## src/rtl/mem_stage_ctrl.sv

```systemverilog
`default_nettype none
// ============================================================================
// Module      : mem_stage_ctrl
// Description : MEM-stage controller. Converts the EX/MEM memory controls into
//               a single req/ack transaction on a multi-cycle data memory,
//               stalls the upstream pipeline while the access is in flight
//               and presents load data to the MEM/WB register.
//               Optional feature macro: MEM_BYTE_LOAD_EN (zero-extended byte
//               loads selected by address bit 0).
// Revision    : 1.0 - initial release
// ============================================================================
module mem_stage_ctrl #(
    parameter int ADDR_W   = 16,
    parameter int DATA_W   = 16,
    parameter int MAX_WAIT = 64
) (
    input  logic              clk,
    input  logic              rst,
    input  logic              m_mem_read,
    input  logic              m_mem_write,
    input  logic              m_load_byte,
    input  logic [ADDR_W-1:0] m_addr,
    input  logic [DATA_W-1:0] m_wdata,
    output logic              mem_req,
    output logic              mem_we,
    output logic [ADDR_W-1:0] mem_addr,
    output logic [DATA_W-1:0] mem_wdata,
    input  logic [DATA_W-1:0] mem_rdata,
    input  logic              mem_ack,
    output logic              mem_stall,
    output logic [DATA_W-1:0] w_rdata,
    output logic              w_rdata_valid,
    output logic              mem_err
);

    // Counter must be able to represent MAX_WAIT itself.
    localparam int c_CNT_W = $clog2(MAX_WAIT + 1);

    typedef enum logic [1:0] {
        ST_IDLE = 2'd0,
        ST_BUSY = 2'd1,
        ST_DONE = 2'd2
    } state_t;

    state_t              r_state;
    state_t              w_state_nxt;
    logic                w_acc;
    logic                w_stall;
    logic                w_timeout;
    logic [DATA_W-1:0]   w_load_val;
    logic                r_req;
    logic                r_we;
    logic [ADDR_W-1:0]   r_addr;
    logic [DATA_W-1:0]   r_wdata;
    logic [DATA_W-1:0]   r_rdata;
    logic                r_valid;
    logic                r_err;
    logic [c_CNT_W-1:0]  r_cnt;

    // Any memory operation in EX/MEM needs a transaction; read+write counts as a write.
    assign w_acc = m_mem_read | m_mem_write;

`ifdef MEM_BYTE_LOAD_EN
    logic r_lb;

    // Byte-load flag captured with the rest of the access so later EX/MEM changes are ignored.
    always_ff @(posedge clk or posedge rst) begin
        if (rst) begin
            r_lb <= 1'b0;
        end else if (r_state == ST_IDLE && w_acc) begin
            r_lb <= m_load_byte & m_mem_read & ~m_mem_write;
        end
    end

    // Select the addressed byte and zero-extend it for byte loads.
    always_comb begin
        w_load_val = mem_rdata;
        if (r_lb) begin
            if (r_addr[0]) begin
                w_load_val = {{(DATA_W-8){1'b0}}, mem_rdata[15:8]};
            end else begin
                w_load_val = {{(DATA_W-8){1'b0}}, mem_rdata[7:0]};
            end
        end
    end
`else
    // Byte loads are not supported in this build; the flag is deliberately dropped.
    logic w_unused_load_byte;
    assign w_unused_load_byte = m_load_byte;
    assign w_load_val         = mem_rdata;
`endif

    // State register.
    always_ff @(posedge clk or posedge rst) begin
        if (rst) begin
            r_state <= ST_IDLE;
        end else begin
            r_state <= w_state_nxt;
        end
    end

    // Next-state decode plus the combinational stall; an ack beats a same-cycle timeout.
    always_comb begin
        w_state_nxt = r_state;
        w_stall     = 1'b0;
        w_timeout   = 1'b0;
        case (r_state)
            ST_IDLE: begin
                w_stall = w_acc;
                if (w_acc) begin
                    w_state_nxt = ST_BUSY;
                end
            end
            ST_BUSY: begin
                w_stall = 1'b1;
                if (mem_ack) begin
                    w_state_nxt = ST_DONE;
                end else if (r_cnt == c_CNT_W'(MAX_WAIT - 1)) begin
                    w_timeout   = 1'b1;
                    w_state_nxt = ST_DONE;
                end
            end
            ST_DONE: begin
                w_state_nxt = ST_IDLE;
            end
            default: begin
                w_state_nxt = ST_IDLE;
            end
        endcase
    end

    // Latch address, store data and direction when an access is accepted in IDLE.
    always_ff @(posedge clk or posedge rst) begin
        if (rst) begin
            r_addr  <= '0;
            r_wdata <= '0;
            r_we    <= 1'b0;
        end else if (r_state == ST_IDLE && w_acc) begin
            r_addr  <= m_addr;
            r_wdata <= m_wdata;
            r_we    <= m_mem_write;
        end
    end

    // Request is high for exactly the BUSY cycles.
    always_ff @(posedge clk or posedge rst) begin
        if (rst) begin
            r_req <= 1'b0;
        end else if (w_state_nxt == ST_BUSY) begin
            r_req <= 1'b1;
        end else begin
            r_req <= 1'b0;
        end
    end

    // Wait counter runs only while BUSY and clears everywhere else.
    always_ff @(posedge clk or posedge rst) begin
        if (rst) begin
            r_cnt <= '0;
        end else if (r_state == ST_BUSY) begin
            r_cnt <= r_cnt + c_CNT_W'(1);
        end else begin
            r_cnt <= '0;
        end
    end

    // Completion: capture read data on ack, force zero on timeout; valid marks the DONE cycle of a read.
    always_ff @(posedge clk or posedge rst) begin
        if (rst) begin
            r_rdata <= '0;
            r_valid <= 1'b0;
        end else if (r_state == ST_BUSY && mem_ack) begin
            if (!r_we) begin
                r_rdata <= w_load_val;
            end
            r_valid <= ~r_we;
        end else if (w_timeout) begin
            r_rdata <= '0;
            r_valid <= ~r_we;
        end else begin
            r_valid <= 1'b0;
        end
    end

    // Timeout flag is sticky until reset.
    always_ff @(posedge clk or posedge rst) begin
        if (rst) begin
            r_err <= 1'b0;
        end else if (w_timeout) begin
            r_err <= 1'b1;
        end
    end

    assign mem_req       = r_req;
    assign mem_we        = r_we;
    assign mem_addr      = r_addr;
    assign mem_wdata     = r_wdata;
    assign mem_stall     = w_stall & ~rst;
    assign w_rdata       = r_rdata;
    assign w_rdata_valid = r_valid;
    assign mem_err       = r_err;

endmodule
`default_nettype wire
```

## config.mk

```make
export PLATFORM = sky130hd
export DESIGN_NAME = mem_stage_ctrl
export DESIGN_NICKNAME = d
export VERILOG_FILES = /design/src/rtl/mem_stage_ctrl.sv
export SDC_FILE = /design/constraint.sdc
export NUM_CORES = 1
export LEC_CHECK = 0
export ABC_AREA = 0
export CELL_PAD_IN_SITES_DETAIL_PLACEMENT = 1
export CELL_PAD_IN_SITES_GLOBAL_PLACEMENT = 1
export CORE_MARGIN = 1.5
export CORE_UTILIZATION = 36
export CTS_CLUSTER_SIZE = 8
export DETAILED_ROUTE_END_ITERATION = 8
export GPL_TIMING_DRIVEN = 1
export PLACE_DENSITY_LB_ADDON = 0.1
export RECOVER_POWER = 50
export REMOVE_ABC_BUFFERS = 1
export SLEW_MARGIN = 20
export SYNTH_ARGS = -nofsm -noshare
export SYNTH_HDL_FRONTEND = slang
export SYNTH_SLANG_ARGS = --single-unit
```

## constraint.sdc

```tcl
create_clock -name clk -period 5.5 [get_ports clk]
set_input_delay 1.1 -clock clk [delete_from_list [all_inputs] [get_ports clk]]
set_output_delay 1.1 -clock clk [all_outputs]
set_load 0.02 [all_outputs]
```

After elaboration in Yosys (flattened, before gate mapping)
Index checks and enable logic that the tools add are counted.

storage, ports and cells
  bits in registers = 61
  output and inout bits = 53

cells by class
  equality and inequality tests = 4
  mux-type cells = 15
  add/sub/neg operators = 1
  reduce and logical (&&, ||, !) cells = 5
  bitwise operators = 4

operator list
  operator                                       count
  two-way mux 16 bit                             3
  adder 7 x 1 -> 7 bit, second input constant    1
  == test 7 x 6 -> 1 bit, second input constant  1
  two-way mux 7 bit                              1
  two-way mux 1 bit                              6
  two-way mux 2 bit                              3
  == test 2 x 1 -> 1 bit, second input constant  2
  one-hot mux 2 bit (2 select lines)             1
  logical AND 1 bit                              2
  zero test 2 bit                                1
  inequality test 2 bit, second input constant   1
  inverter 1 bit                                 2
  one-hot mux 1 bit (2 select lines)             1
  AND reduction 2 bit                            1
  nonzero test 2 bit                             1
  bitwise AND 1 bit                              1
  bitwise OR 1 bit                               1

Depth between registers and ports, before layout
Gate-level depths: netlist (run 1).

  depth after elaboration = 6
  depth in mapped cells = 5

Worst setup path after synthesis (run 1)
Ideal clock, no wire load.

  path kind = input to output
  from = input m_mem_write
  to = output mem_stall
  cell stages on the path = 2
  slack = 2.806 ns
  buffers on the path = 0
  data arrival time = 1.594 ns
  data required time = 4.400 ns
  cells stage by stage = nor3_1 > nor3_1

between the ends
  longest elaborated chain between the ends = 3

ends and longest elaborated chain
  element                             RTL line  RTL
  from (decl)                         20        input logic m_mem_write,
  bitwise OR 1 bit                    61        assign w_acc = m_mem_read | m_mem_write;
  one-hot mux 1 bit (2 select lines)  107       case (r_state)
  bitwise AND 1 bit                   198       assign mem_stall = w_stall & ~rst;
  to (decl)                           30        output logic mem_stall,

No other way between the ends.

Final worst setup path (run 1)
  from = input m_mem_write
  to = register r_addr[10] (netlist: mem_addr[10])

between the ends
  longest elaborated chain between the ends = 2

ends and longest elaborated chain
  element               RTL line  RTL
  bitwise OR 1 bit      61
  logical AND 1 bit     138       end else if (r_state == ST_IDLE && w_acc) begin
  to (signal assigned)  139       r_addr <= m_addr;
  to (decl)             53        logic [ADDR_W-1:0] r_addr;

No other way between the ends.
A chain may end at the register's enable or synchronous reset.

==> results.txt, run 1 <==
----------------------------------------------------
[GRT]
  Global-route wire length before repair ... 10.8 mm
  Total routing resource utilization after global routing ... about 18%
  Met1 GRT Util ... around 23%
  Largest net degree at the start of global routing ... just over 60
  Antenna violations before repair ... 0
  Number of global-route vias before repair ... 2191
  Fraction of met2 tracks used by global routing ... ~28%
  Met3 Resource Use GR ... 7.40%
  Global-route congestion overflow total ... 0
  Busiest grt layer ... met2

[Clock tree]
  Number of gates given a new drive strength after cts ... 0
  Max H-tree Level ... 3
  Clk Latency, worst-skew pair ... between 300 and 400 ps
  Number of buffers added by the clock tree synthesis step ... 9
  Root buf cell ... clkbuf_8
  Buffers inserted during post-CTS setup optimization ... 0
  TritonCTS clock tree ... yes
  Total of hold buffers inserted after clock tree synthesis ... 0
  Number of sinks handled by clock tree synthesis ... 61
  Clk buf depth ... 2
  Worst-path clk slew ... around 70 ps

[Routing]
  Count of antenna-violating nets left after detailed routing ... 0
  Wire per inst ... 16.2 microns
  Via count ... between 2000 and 2500
  Total Routed Length ... just under 7 mm
  Vias per cell ... around 4.9
  Count of TritonRoute iterations in the first routing pass ... 4
  Drt drc ... 0
  DRC marker count from the first detailed-route iteration ... 51

[Outcome]
  Failing checks ... max-capacitance violations, max-slew violations
  Status ... finished with violations

[Setup path]
  Critical path's largest stage delay ... around 1800 ps
  Crit path cell chain ... dlygate4sd3_1, o21ai_4, clkbuf_1, mux2_2
  Cell at the slowest stage of the critical path ... clkbuf_1
  Worst Path Required ... roughly 5700 ps
  Worst Path Max Fanout ... 35
  Startpoint of the lowest-slack register-to-register path ... r_state[1]
  FF-to-FF setup slack ... around 2500 ps
  Worst setup path class ... input pin to register
  Combined buffer and inverter count along the critical path ... 2
  Depth of the critical timing path with buffers and inverters included ... 4
  Worst setup EP type ... register
  Crit path launch type ... input pin
  CP top delay family ... buffers and inverters
  Worst r2r dst ... mem_addr[10]
  CP Data Arrival Time ... around 4200 ps
  Cell depth of the worst flop-to-flop path ... 4

[Placement]
  Quantity of I/O buffers inserted on ports ... around 110
  Detailed Place HPWL ... between 4 and 5 mm
  Placed cell count ... 401
  GP Congestion ... approximately 0.66

[Floorplan]
  Rows ... 31
  Die H ... around 90 microns
  Starting density of the core ... between 30% and 40%
  I/O pins ... between 100 and 150
  Area of the core ... 7250 sq um
  Overall die area ... 8030 sq um
  DIE WIDTH ... roughly 90 microns

[Yosys]
  Primary FF master, synth ... dfrtp_1
  Post-synthesis instance area ... 2700 sq um
  Proportion of synthesized flip-flops having asynchronous set or reset ... 100%
  Unique cell type count in the Yosys netlist ... 34
  Yosys top cell area share ... a little under three fifths
  Syn. warnings ... 0
  Cells after synthesis ... a little over 200
  Synthesis-stage register bit count ... 61
  EDFF count, synth ... 0
  Top cells by count, synth ... 61 x dfrtp_1, 28 x mux2_4, 17 x inv_1, 17 x nand3_1, 17 x o21ai_0
  Avg Inst Size Synth ... 13.1 sq um
  Top-count cell post-synth ... dfrtp_1
  Ranking of synthesized cells by area ... dfrtp_1 57%, mux2_4 16%, o311ai_1 3.6%, nand3_1 3.1%, o21ai_0 3.1%
  Sequential cell area fraction in the yosys report ... between 50 and 60%
  Cell accounting for the most synthesized area ... dfrtp_1

[STA]
  RSZ-0062 raised after global routing ... no
  Final worst clock skew ... between 8 and 9 ps
  Setup_tns ... 0 ps
  Minimum period implied by the final worst setup slack ... slightly below 4000 ps
  Transition time at the pin with the least slew margin ... 2550 ps
  Setup-violating endpoint count in the final report ... 0
  Count of pins over their slew limit ... 36
  Max transition margin ... -70.0%
  Number of failing hold endpoints at the final stage ... 0
  Max frequency ... between 200 and 300 MHz
  Period Utilization, post-route ... 71.6%

[Power]
  Gate power share ... about half
  Leakage power of the design ... roughly 1.8 nW
  Switching Power ... between 800 and 900 uW
  IR drop worst, VDD ... 0.000247 V
  Power share of the clock group ... about 18%
  Sequential Power Share ... between 30% and 40%
  P_int ... 1.57 mW
  Overall power after layout ... ~2.4 mW
  Sw frac ... a little over a third
  Power Density ... roughly 610 nW/um^2

[Worst hold path]
  Endpoint of the worst hold path ... mem_err
  HP Class ... register to register
  Number of stages on the worst hold path ... 1
  Critical hold path startpoint ... mem_err

[Finish]
  Share of final-layout standard cells stronger than drive strength 1 ... about 17%
  # nets final ... 368
  Antenna diode count ... 0
  Area growth from synthesis to layout ... 49.0%
  Number of standard cells in the layout, taps in and fillers out ... about 420

[Run]
  Max-cap violations ... 1

----------------------------------------------------
==> worst max-delay path by stage <==
| stage | slack, ps | endpoint | startpoint |
|---|---|---|---|
| 5_1_grt | 1340 | mem_addr[15] | m_mem_write |
| 2_1_floorplan | 2810 | mem_stall | m_mem_write |
| 4_1_cts | 1860 | mem_stall | m_mem_write |
| 3_5_place_dp | 1870 | mem_stall | m_mem_write |
| 6_report | 1560 | mem_addr[10] | m_mem_write |
| 3_3_place_gp | 1910 | mem_stall | m_mem_write |
==> cells by family after synthesis <==
| logic type | count (synthesis) | synth area share (%) |
|---|---|---|
| AOI/OAI and AO/OA | 42 | 11.1 |
| xor gates and xnor gates | 3 | 0.973 |
| adders and majority gates | 1 | 0.463 |
| buffers and inverters | 30 | 5.60 |
| DFF | 61 | 56.5 |
| muxes | 33 | 17.6 |
| and+or+nand+nor | 36 | 7.74 |
==> sequential cells by signal, summed over array words and instances, names as in the netlist <==
| register | flops |
|---|---|
| mem_addr | 16 |
| mem_err | 1 |
| mem_req | 1 |
| mem_wdata | 16 |
| mem_we | 1 |
| r_cnt | 7 |
| r_state | 2 |
| w_rdata | 16 |
| w_rdata_valid | 1 |
==> metal layers <==
metal / vias to the layer above / wire, microns
met5: - / 0
met4: 0 / 61
met3: 5 / 511
met2: 69 / 3280
met1: 1017 / 2910
li1: 945 / -
==> stage by stage <==
| step | utilization [%] | worst slack [ps] | cell area (sq um) | hold WS [ps] |
|---|---|---|---|---|
| after floorplan | - | 2810 | 2610 | 454 |
| after global placement | 52.6 | 1910 | 3820 | 439 |
| after detailed placement | 52.6 | 1870 | 3820 | 453 |
| after CTS | 55.8 | 1860 | 4040 | 467 |
| after global routing | 55.5 | 1340 | 4020 | 473 |
| final | 55.5 | 1560 | 4020 | 460 |
==> final cells by class <==
type	count	area, sq um
Multi-Input combinational cell	115	1010
Clock inverter	4	70.1
Sequential cell	61	1530
Clock buffer	12	155
Timing Repair Buffer	109	1070
Inverter	17	63.8
Fill cell	770	3230
Tap cell	99	124
==> cells in the final DEF, fill, tap and decap left out, types with 2 or more instances in the layout <==
cell type / count
clkdlybuf4s50_1: 89
dfrtp_1: 61
mux2_4: 28
nand3_1: 18
o21ai_0: 17
inv_1: 16
dlygate4sd3_1: 16
o311ai_1: 11
clkbuf_8: 11
o311ai_0: 5
nor2_1: 5
mux2_2: 5
o21a_1: 4
nor3_1: 3
clkbuf_1: 3
nand2_1: 2
and2_0: 2
xor2_1: 2
o31ai_1: 2
clkinv_2: 2
bufinv_16: 2
buf_4: 2
==> power by group through the flow <==
stage / clock [mW] / combinational (mW) / sequential [mW]
final: 0.449 / 1.21 / 0.784
after global routing: 0.485 / 1.29 / 0.813
after CTS: 0.463 / 1.22 / 0.790
after detailed placement: 0 / 1.22 / 0.790
after global placement: 0 / 1.19 / 0.781
after floorplan: 0 / 0.457 / 1.00
Note: power is estimated with default switching activity, not from simulation.
==> run 2, diff against run 1 <==
--- a/config.mk
+++ b/config.mk
@@ -9,7 +9,7 @@
 export CELL_PAD_IN_SITES_DETAIL_PLACEMENT = 1
 export CELL_PAD_IN_SITES_GLOBAL_PLACEMENT = 1
 export CORE_MARGIN = 1.5
-export CORE_UTILIZATION = 36
+export CORE_UTILIZATION = 33
 export CTS_CLUSTER_SIZE = 8
 export DETAILED_ROUTE_END_ITERATION = 8
 export GPL_TIMING_DRIVEN = 1
==> constraint.sdc (replaced) <==
create_clock -name clk -period 3.99 [get_ports clk]
set_input_delay 0.798 -clock clk [delete_from_list [all_inputs] [get_ports clk]]
set_output_delay 0.798 -clock clk [all_outputs]
set_load 0.02 [all_outputs]
==> run 2 against run 1 <==
  * Largest cell class unchanged
  * Sequential share of layout area increased by 0.49 points
  * Clock-buffer cell count decreased by 1
  * Global-route usage decreased by 1.4 points
  * Clock power increased by 20%
  * Combinational power increased by 33%
  * Register-to-register slack got worse by 490 ps
  * Utilization decreased by 4.6 points
  * Non-clock buffer count increased by 1
  * The run still ends with max-capacitance violations, max-slew violations left
  * Hold slack improved by 37 ps
==> results.txt, run 2 (synthesized netlist as in run 1, its figures left out) <==
----------------------------------------------------
[Outcome]
  Status ... finished with violations (unchanged)
  Failing checks ... max-capacitance violations, max-slew violations (unchanged)

[Setup path]
  Worst setup EP type ... primary output (was register)
  Worst Path Max Fanout ... 3 (was 35)
  Crit path launch type ... input pin (unchanged)
  FF-to-FF setup slack ... 2000 ps (was 2490 ps)
  Cell depth of the worst flop-to-flop path ... 4 (unchanged)
  Startpoint of the lowest-slack register-to-register path ... r_state[1] (unchanged)
  Worst Path Required ... 3190 ps (was 5710 ps)
  CP Data Arrival Time ... 2260 ps (was 4150 ps)
  Worst setup path class ... input pin to primary output (was input pin to register)
  Worst r2r dst ... mem_addr[10] (unchanged)

[Power]
  Sw frac ... 36.3% (was 35.5%)
  Power Density ... 813 nW/um^2 (was 606 nW/um^2)
  Leakage power of the design ... 1.72 nW (was 1.77 nW)
  Power share of the clock group ... 16.7% (was 18.4%)
  Overall power after layout ... 3.23 mW (was 2.44 mW)
  Gate power share ... 49.8% (was 49.4%)
  IR drop worst, VDD ... 0.000332 V (was 0.000247 V)
  P_int ... 2.06 mW (was 1.57 mW)
  Sequential Power Share ... 33.5% (was 32.1%)
  Switching Power ... 1.17 mW (was 866 uW)

[Finish]
  Utilization after layout ... 50.9% (was 55.5%)
  Share of final-layout standard cells stronger than drive strength 1 ... 14.6% (was 16.7%)
  # nets final ... 369 (was 368)
  Area growth from synthesis to layout ... 47.1% (was 49.0%)
  Top library cells by usage in the layout, fill and taps aside ... 97 x clkdlybuf4s50_1, 61 x dfrtp_1, 22 x mux2_4 (was 89 x clkdlybuf4s50_1, 61 x dfrtp_1, 28 x mux2_4, 18 x nand3_1, 17 x o21ai_0)
  Area of all placed cells without fillers ... 3970 sq um (was 4020 sq um)
  Number of standard cells in the layout, taps in and fillers out ... 418 (was 417)
  Antenna diode count ... 0 (unchanged)
  Leading cell type in the layout, fill and taps excluded ... clkdlybuf4s50_1 (unchanged)

[GRT]
  Total routing resource utilization after global routing ... 16.6% (was 18.1%)
  Number of global-route vias before repair ... 2316 (was 2191)
  Global-route wire length before repair ... 11.2 mm (was 10.8 mm)
  Antenna violations before repair ... 0 (unchanged)
  Largest net degree at the start of global routing ... 38 (was 62)
  Global-route congestion overflow total ... 0 (unchanged)

[Routing]
  DRC marker count from the first detailed-route iteration ... 45 (was 51)
  Via count ... 2036 (unchanged)
  Count of antenna-violating nets left after detailed routing ... 0 (unchanged)
  Total Routed Length ... 6.83 mm (was 6.77 mm)
  Wire per inst ... 16.3 microns (was 16.2 microns)
  Vias per cell ... 4.87 (was 4.88)
  Count of TritonRoute iterations in the first routing pass ... 4 (unchanged)
  Drt drc ... 0 (unchanged)

[Worst hold path]
  HP Class ... register to register (unchanged)
  Number of stages on the worst hold path ... 1 (unchanged)
  Endpoint of the worst hold path ... mem_err (unchanged)
  Critical hold path startpoint ... mem_err (unchanged)

[Clock tree]
  Root buf cell ... clkbuf_8 (unchanged)
  Number of sinks handled by clock tree synthesis ... 61 (unchanged)
  Number of buffers added by the clock tree synthesis step ... 9 (unchanged)
  Clk buf depth ... 2 (unchanged)
  Worst-path clk slew ... 60 ps (was 70 ps)
  Number of gates given a new drive strength after cts ... 0 (unchanged)
  Max H-tree Level ... 3 (unchanged)
  TritonCTS clock tree ... yes (unchanged)
  Total of hold buffers inserted after clock tree synthesis ... 0 (unchanged)
  Buffers inserted during post-CTS setup optimization ... 0 (unchanged)
  Clk Latency, worst-skew pair ... 330 ps (about the same)

[Floorplan]
  DIE WIDTH ... 93.5 microns (was 89.6 microns)
  Area of the core ... 7810 sq um (was 7250 sq um)
  I/O pins ... 107 (unchanged)
  Rows ... 32 (was 31)
  Die H ... 93.5 microns (was 89.6 microns)
  Overall die area ... 8740 sq um (was 8030 sq um)
  Starting density of the core ... 34.6% (was 37.2%)

[STA]
  Number of failing hold endpoints at the final stage ... 0 (unchanged)
  Max transition margin ... -7.19% (was -70.0%)
  Final worst clock skew ... 5.75 ps (was 8.33 ps)
  Count of pins over their slew limit ... 38 (was 36)
  Setup_tns ... 0 ps (unchanged)
  RSZ-0062 raised after global routing ... no (unchanged)
  Max frequency ... between 300 and 400 MHz
  Minimum period implied by the final worst setup slack ... just over 3000 ps
  Period Utilization, post-route ... 76.6%
  Worst hold-check slack ... 497 ps (was 460 ps)
  Transition time at the pin with the least slew margin ... 1610 ps (was 2550 ps)
  Worst setup slack after layout ... 935 ps (was 1560 ps)
  Setup-violating endpoint count in the final report ... 0 (unchanged)

[Placement]
  Pre-CTS worst setup slack ... 1010 ps (was 1870 ps)
  Quantity of I/O buffers inserted on ports ... 105 (unchanged)
  Placed cell count ... 405 (was 401)
  GP Congestion ... 0.662 (was 0.664)
  Post-DP Area ... 3830 sq um (was 3820 sq um)
  Detailed Place HPWL ... 4.60 mm (was 4.57 mm)

[Run]
  Max-cap violations ... 1 (unchanged)

----------------------------------------------------
-- run 2: cell types whose count changed in the layout (fill, tap and decap cells not counted), moves of 6 or more --
cell | before | now
mux2_4 | 28 | 22
mux2_1 | 0 | 6
clkdlybuf4s50_1 | 89 | 97
dlygate4sd3_1 | 16 | 8
-- run 2: worst max path at each step --
stage                            from          end  slack (ps)  cells after the start
after detailed placement  m_mem_write    mem_stall        1010                      4
after global routing              rst     r_cnt[1]         640                      3
after CTS                 m_mem_write    mem_stall         990                      4
after global placement    m_mem_write    mem_stall        1010                      4
final                     m_mem_write    mem_stall         940                      4
after floorplan                   rst  mem_addr[0]        1680                      1
-- run 2: critical path, cell delays in order --
cell and delay (ps):
dlygate4sd3_1 620, nor3_1 70, nor3_1 140, clkdlybuf4s50_1 630
-- run 2: power groups by stage --
stage / Sequential (mW) / Clock [mW] / Combinational, mW
finish: 1.08 / 0.540 / 1.61
CTS: 1.09 / 0.558 / 1.67
detailed placement: 1.09 / 0 / 1.67
global route: 1.12 / 0.578 / 1.72
floorplan: 1.38 / 0 / 0.629
global placement: 1.08 / 0 / 1.65
-- run 2: final cells by class --
cell class / count / area, sq um
clock buffer: 11 / 151
clock inverter: 2 / 35.0
fill: 820 / 3830
inverter: 17 / 63.8
multi-input combinational: 115 / 993
sequential: 61 / 1530
tap: 102 / 128
timing repair buffer: 110 / 1070
-- run 2: per-layer routing --
layer  vias to the layer above  part of all wire (%)  GRT usage (%)
li1                        947                     -              -
met1                      1007                    43           19.1
met2                        73                    47           27.5
met3                         9                   8.5           5.85
met4                         0                   1.4           7.95
met5                         -                     0              0
==> run 3, diff against run 2 <==
--- a/config.mk
+++ b/config.mk
@@ -9,7 +9,7 @@
 export CELL_PAD_IN_SITES_DETAIL_PLACEMENT = 1
 export CELL_PAD_IN_SITES_GLOBAL_PLACEMENT = 1
 export CORE_MARGIN = 1.5
-export CORE_UTILIZATION = 33
+export CORE_UTILIZATION = 30
 export CTS_CLUSTER_SIZE = 8
 export DETAILED_ROUTE_END_ITERATION = 8
 export GPL_TIMING_DRIVEN = 1
==> constraint.sdc (replaced) <==
create_clock -name clk -period 2.55 [get_ports clk]
set_input_delay 0.51 -clock clk [delete_from_list [all_inputs] [get_ports clk]]
set_output_delay 0.51 -clock clk [all_outputs]
set_load 0.02 [all_outputs]
==> run 3 against run 2 <==
  * Global-route usage shrank 1.6 points
  * Clock power grew 28%
  * Register-to-register slack lost 1300 ps
  * Hold slack lost 33 ps
  * Utilization shrank 5.8 points
  * Largest power group unchanged
  * Combinational power grew 53%
  * Power grew 50%
  * Critical path depth is the same
  * The flow still finishes with violations (max-capacitance violations, max-slew violations)
  * Clock-buffer cell count is the same
  * Sequential power grew 57%
==> results.txt, run 3 (synthesized netlist as in run 1, its figures left out) <==
----------------------------------------------------
[Finish]
  Area of all placed cells without fillers ... 3940 sq um (was 3970 sq um)
  Antenna diode count ... 0 (unchanged)
  Top library cells by usage in the layout, fill and taps aside ... 102 x clkdlybuf4s50_1, 61 x dfrtp_1, 17 x o21ai_0, 17 x nand3_1, 16 x inv_1 (was 97 x clkdlybuf4s50_1, 61 x dfrtp_1, 22 x mux2_4)
  Share of final-layout standard cells stronger than drive strength 1 ... 13.2% (was 14.6%)
  Area growth from synthesis to layout ... 45.7% (was 47.1%)
  Utilization after layout ... 45.1% (was 50.9%)
  Filler cells ... 952 (was 820)
  # nets final ... 370 (was 369)
  Leading cell type in the layout, fill and taps excluded ... clkdlybuf4s50_1 (unchanged)

[Clock tree]
  Total of hold buffers inserted after clock tree synthesis ... 0 (unchanged)
  Worst-path clk slew ... 60 ps (about the same)
  Number of gates given a new drive strength after cts ... 0 (unchanged)
  Number of sinks handled by clock tree synthesis ... 61 (unchanged)
  Root buf cell ... clkbuf_8 (unchanged)
  TritonCTS clock tree ... yes (unchanged)
  Clk Latency, worst-skew pair ... 340 ps (was 330 ps)
  Number of buffers added by the clock tree synthesis step ... 9 (unchanged)
  Buffers inserted during post-CTS setup optimization ... 0 (unchanged)
  Max H-tree Level ... 3 (unchanged)
  Clk buf depth ... 2 (unchanged)

[Setup path]
  Cell depth of the worst flop-to-flop path ... 5 (was 4)
  FF-to-FF setup slack ... 750 ps (was 2000 ps)
  Worst Path Max Fanout ... 2 (was 3)
  CP Data Arrival Time ... 1900 ps (was 2260 ps)
  Worst setup startpoint ... m_mem_write (unchanged)
  Crit path launch type ... input pin (unchanged)
  Worst r2r dst ... r_state[0] (was mem_addr[10])
  Worst setup path class ... input pin to primary output (unchanged)
  Startpoint of the lowest-slack register-to-register path ... r_cnt[0] (was r_state[1])
  Worst setup EP type ... primary output (unchanged)
  Worst Path Required ... 2040 ps (was 3190 ps)

[Placement]
  GP Congestion ... 0.701 (was 0.662)
  Detailed Place HPWL ... 4.59 mm (was 4.60 mm)
  Quantity of I/O buffers inserted on ports ... 105 (unchanged)
  Post-DP Area ... 3870 sq um (was 3830 sq um)

[Floorplan]
  Die H ... 97.9 microns (was 93.5 microns)
  Starting density of the core ... 31.0% (was 34.6%)
  Overall die area ... 9580 sq um (was 8740 sq um)
  Rows ... 34 (was 32)
  I/O pins ... 107 (unchanged)
  DIE WIDTH ... 97.9 microns (was 93.5 microns)
  Area of the core ... 8720 sq um (was 7810 sq um)

[Routing]
  Vias per cell ... 4.80 (was 4.87)
  Count of antenna-violating nets left after detailed routing ... 0 (unchanged)
  Wire per inst ... 16.1 microns (was 16.3 microns)
  Via count ... 2043 (was 2036)
  DRC marker count from the first detailed-route iteration ... 67 (was 45)
  Drt drc ... 0 (unchanged)
  Count of TritonRoute iterations in the first routing pass ... 4 (unchanged)
  Total Routed Length ... 6.85 mm (was 6.83 mm)

[Power]
  IR drop worst, VDD ... 0.000488 V (was 0.000332 V)
  Power Density ... 1230 nW/um^2 (was 813 nW/um^2)
  Overall power after layout ... 4.86 mW (was 3.23 mW)
  Leakage power of the design ... 1.68 nW (was 1.72 nW)

[STA]
  Final worst clock skew ... 7.30 ps (was 5.75 ps)
  Setup-violating endpoint count in the final report ... 0 (unchanged)
  Count of pins over their slew limit ... 62 (was 38)
  Minimum period implied by the final worst setup slack ... 2410 ps
  Period Utilization, post-route ... between 90% and 100%
  Worst hold-check slack ... 464 ps (was 497 ps)
  Number of failing hold endpoints at the final stage ... 0 (unchanged)
  Max transition margin ... -1.69% (was -7.19%)
  RSZ-0062 raised after global routing ... no (unchanged)
  Transition time at the pin with the least slew margin ... 1530 ps (was 1610 ps)
  Setup_tns ... 0 ps (unchanged)
  Max frequency ... approximately 420 MHz

[Worst hold path]
  HP Class ... register to register (unchanged)
  Endpoint of the worst hold path ... mem_err (unchanged)
  Critical hold path startpoint ... mem_err (unchanged)
  Number of stages on the worst hold path ... 1 (unchanged)

[GRT]
  Busiest grt layer ... met2 (unchanged)
  Number of global-route vias before repair ... 2293 (was 2316)
  Total routing resource utilization after global routing ... 15.0% (was 16.6%)
  Largest net degree at the start of global routing ... 62 (was 38)
  Met1 GRT Util ... 19.0% (was 19.1%)
  Fraction of met2 tracks used by global routing ... 22.7% (was 27.5%)
  Global-route wire length before repair ... 11.5 mm (was 11.2 mm)
  Global-route congestion overflow total ... 0 (unchanged)
  Met3 Resource Use GR ... 5.80% (was 5.85%)
  Antenna violations before repair ... 0 (unchanged)

[Run]
  Max-cap violations ... 1 (unchanged)

[Outcome]
  Failing checks ... max-capacitance violations, max-slew violations (unchanged)
  Status ... finished with violations (unchanged)

----------------------------------------------------
-- run 3: cell types whose count changed in the layout (fill, tap and decap cells not counted), sizes merged --
cell and change:
clkdlybuf4s50 +5, dlygate4sd3 -5, buf +3, clkinv +3, clkbuf -2, bufinv -1
inv -1
-- run 3: area by class of cell --
type | count | area [sq um] | share of cell area (%)
sequential | 61 | 1530 | 38.8
timing repair buffer | 111 | 1100 | 28.0
multi-input combinational | 115 | 961 | 24.4
tap | 108 | 135 | 3.43
clock buffer | 11 | 131 | 3.34
inverter | 17 | 63.8 | 1.62
clock inverter | 3 | 15.0 | 0.382
-- run 3: report_power, final --
part	leakage (nW)	total, mW	internal (mW)	switching (mW)
clock network	0.0788	0.692	0.337	0.355
logic	0.884	2.46	1.28	1.18
registers	0.718	1.70	1.40	0.295
total	1.68	4.86	3.03	1.83
-- run 3: worst max-delay path by stage --
stage | end | slack (ps) | cells after the start
5_1_grt | mem_stall | 80 | 4
4_1_cts | mem_stall | 140 | 4
6_report | mem_stall | 140 | 4
3_3_place_gp | mem_stall | 170 | 4
2_1_floorplan | mem_addr[0] | 530 | 1
3_5_place_dp | mem_stall | 150 | 4
-- run 3: worst max-delay path, stage by stage --
cell and delay, ps:
dlygate4sd3_1 550, nor3_1 60, nor3_1 140, clkdlybuf4s50_1 630
-- run 3: metal layers --
| layer | share of wire [%] | vias up | wire length [microns] |
|---|---|---|---|
| li1 | - | 946 | - |
| met1 | 45 | 1019 | 3100 |
| met2 | 45 | 66 | 3070 |
| met3 | 8.1 | 12 | 553 |
| met4 | 1.9 | 0 | 129 |
| met5 | 0 | - | 0 |
-- run 3: metrics by stage --
step | cells | setup WS (ps)
4_1_cts | 426 | 145
6_report | 426 | 144
3_5_place_dp | 412 | 146
3_3_place_gp | 412 | 173
2_1_floorplan | 193 | 527
5_1_grt | 426 | 82.1
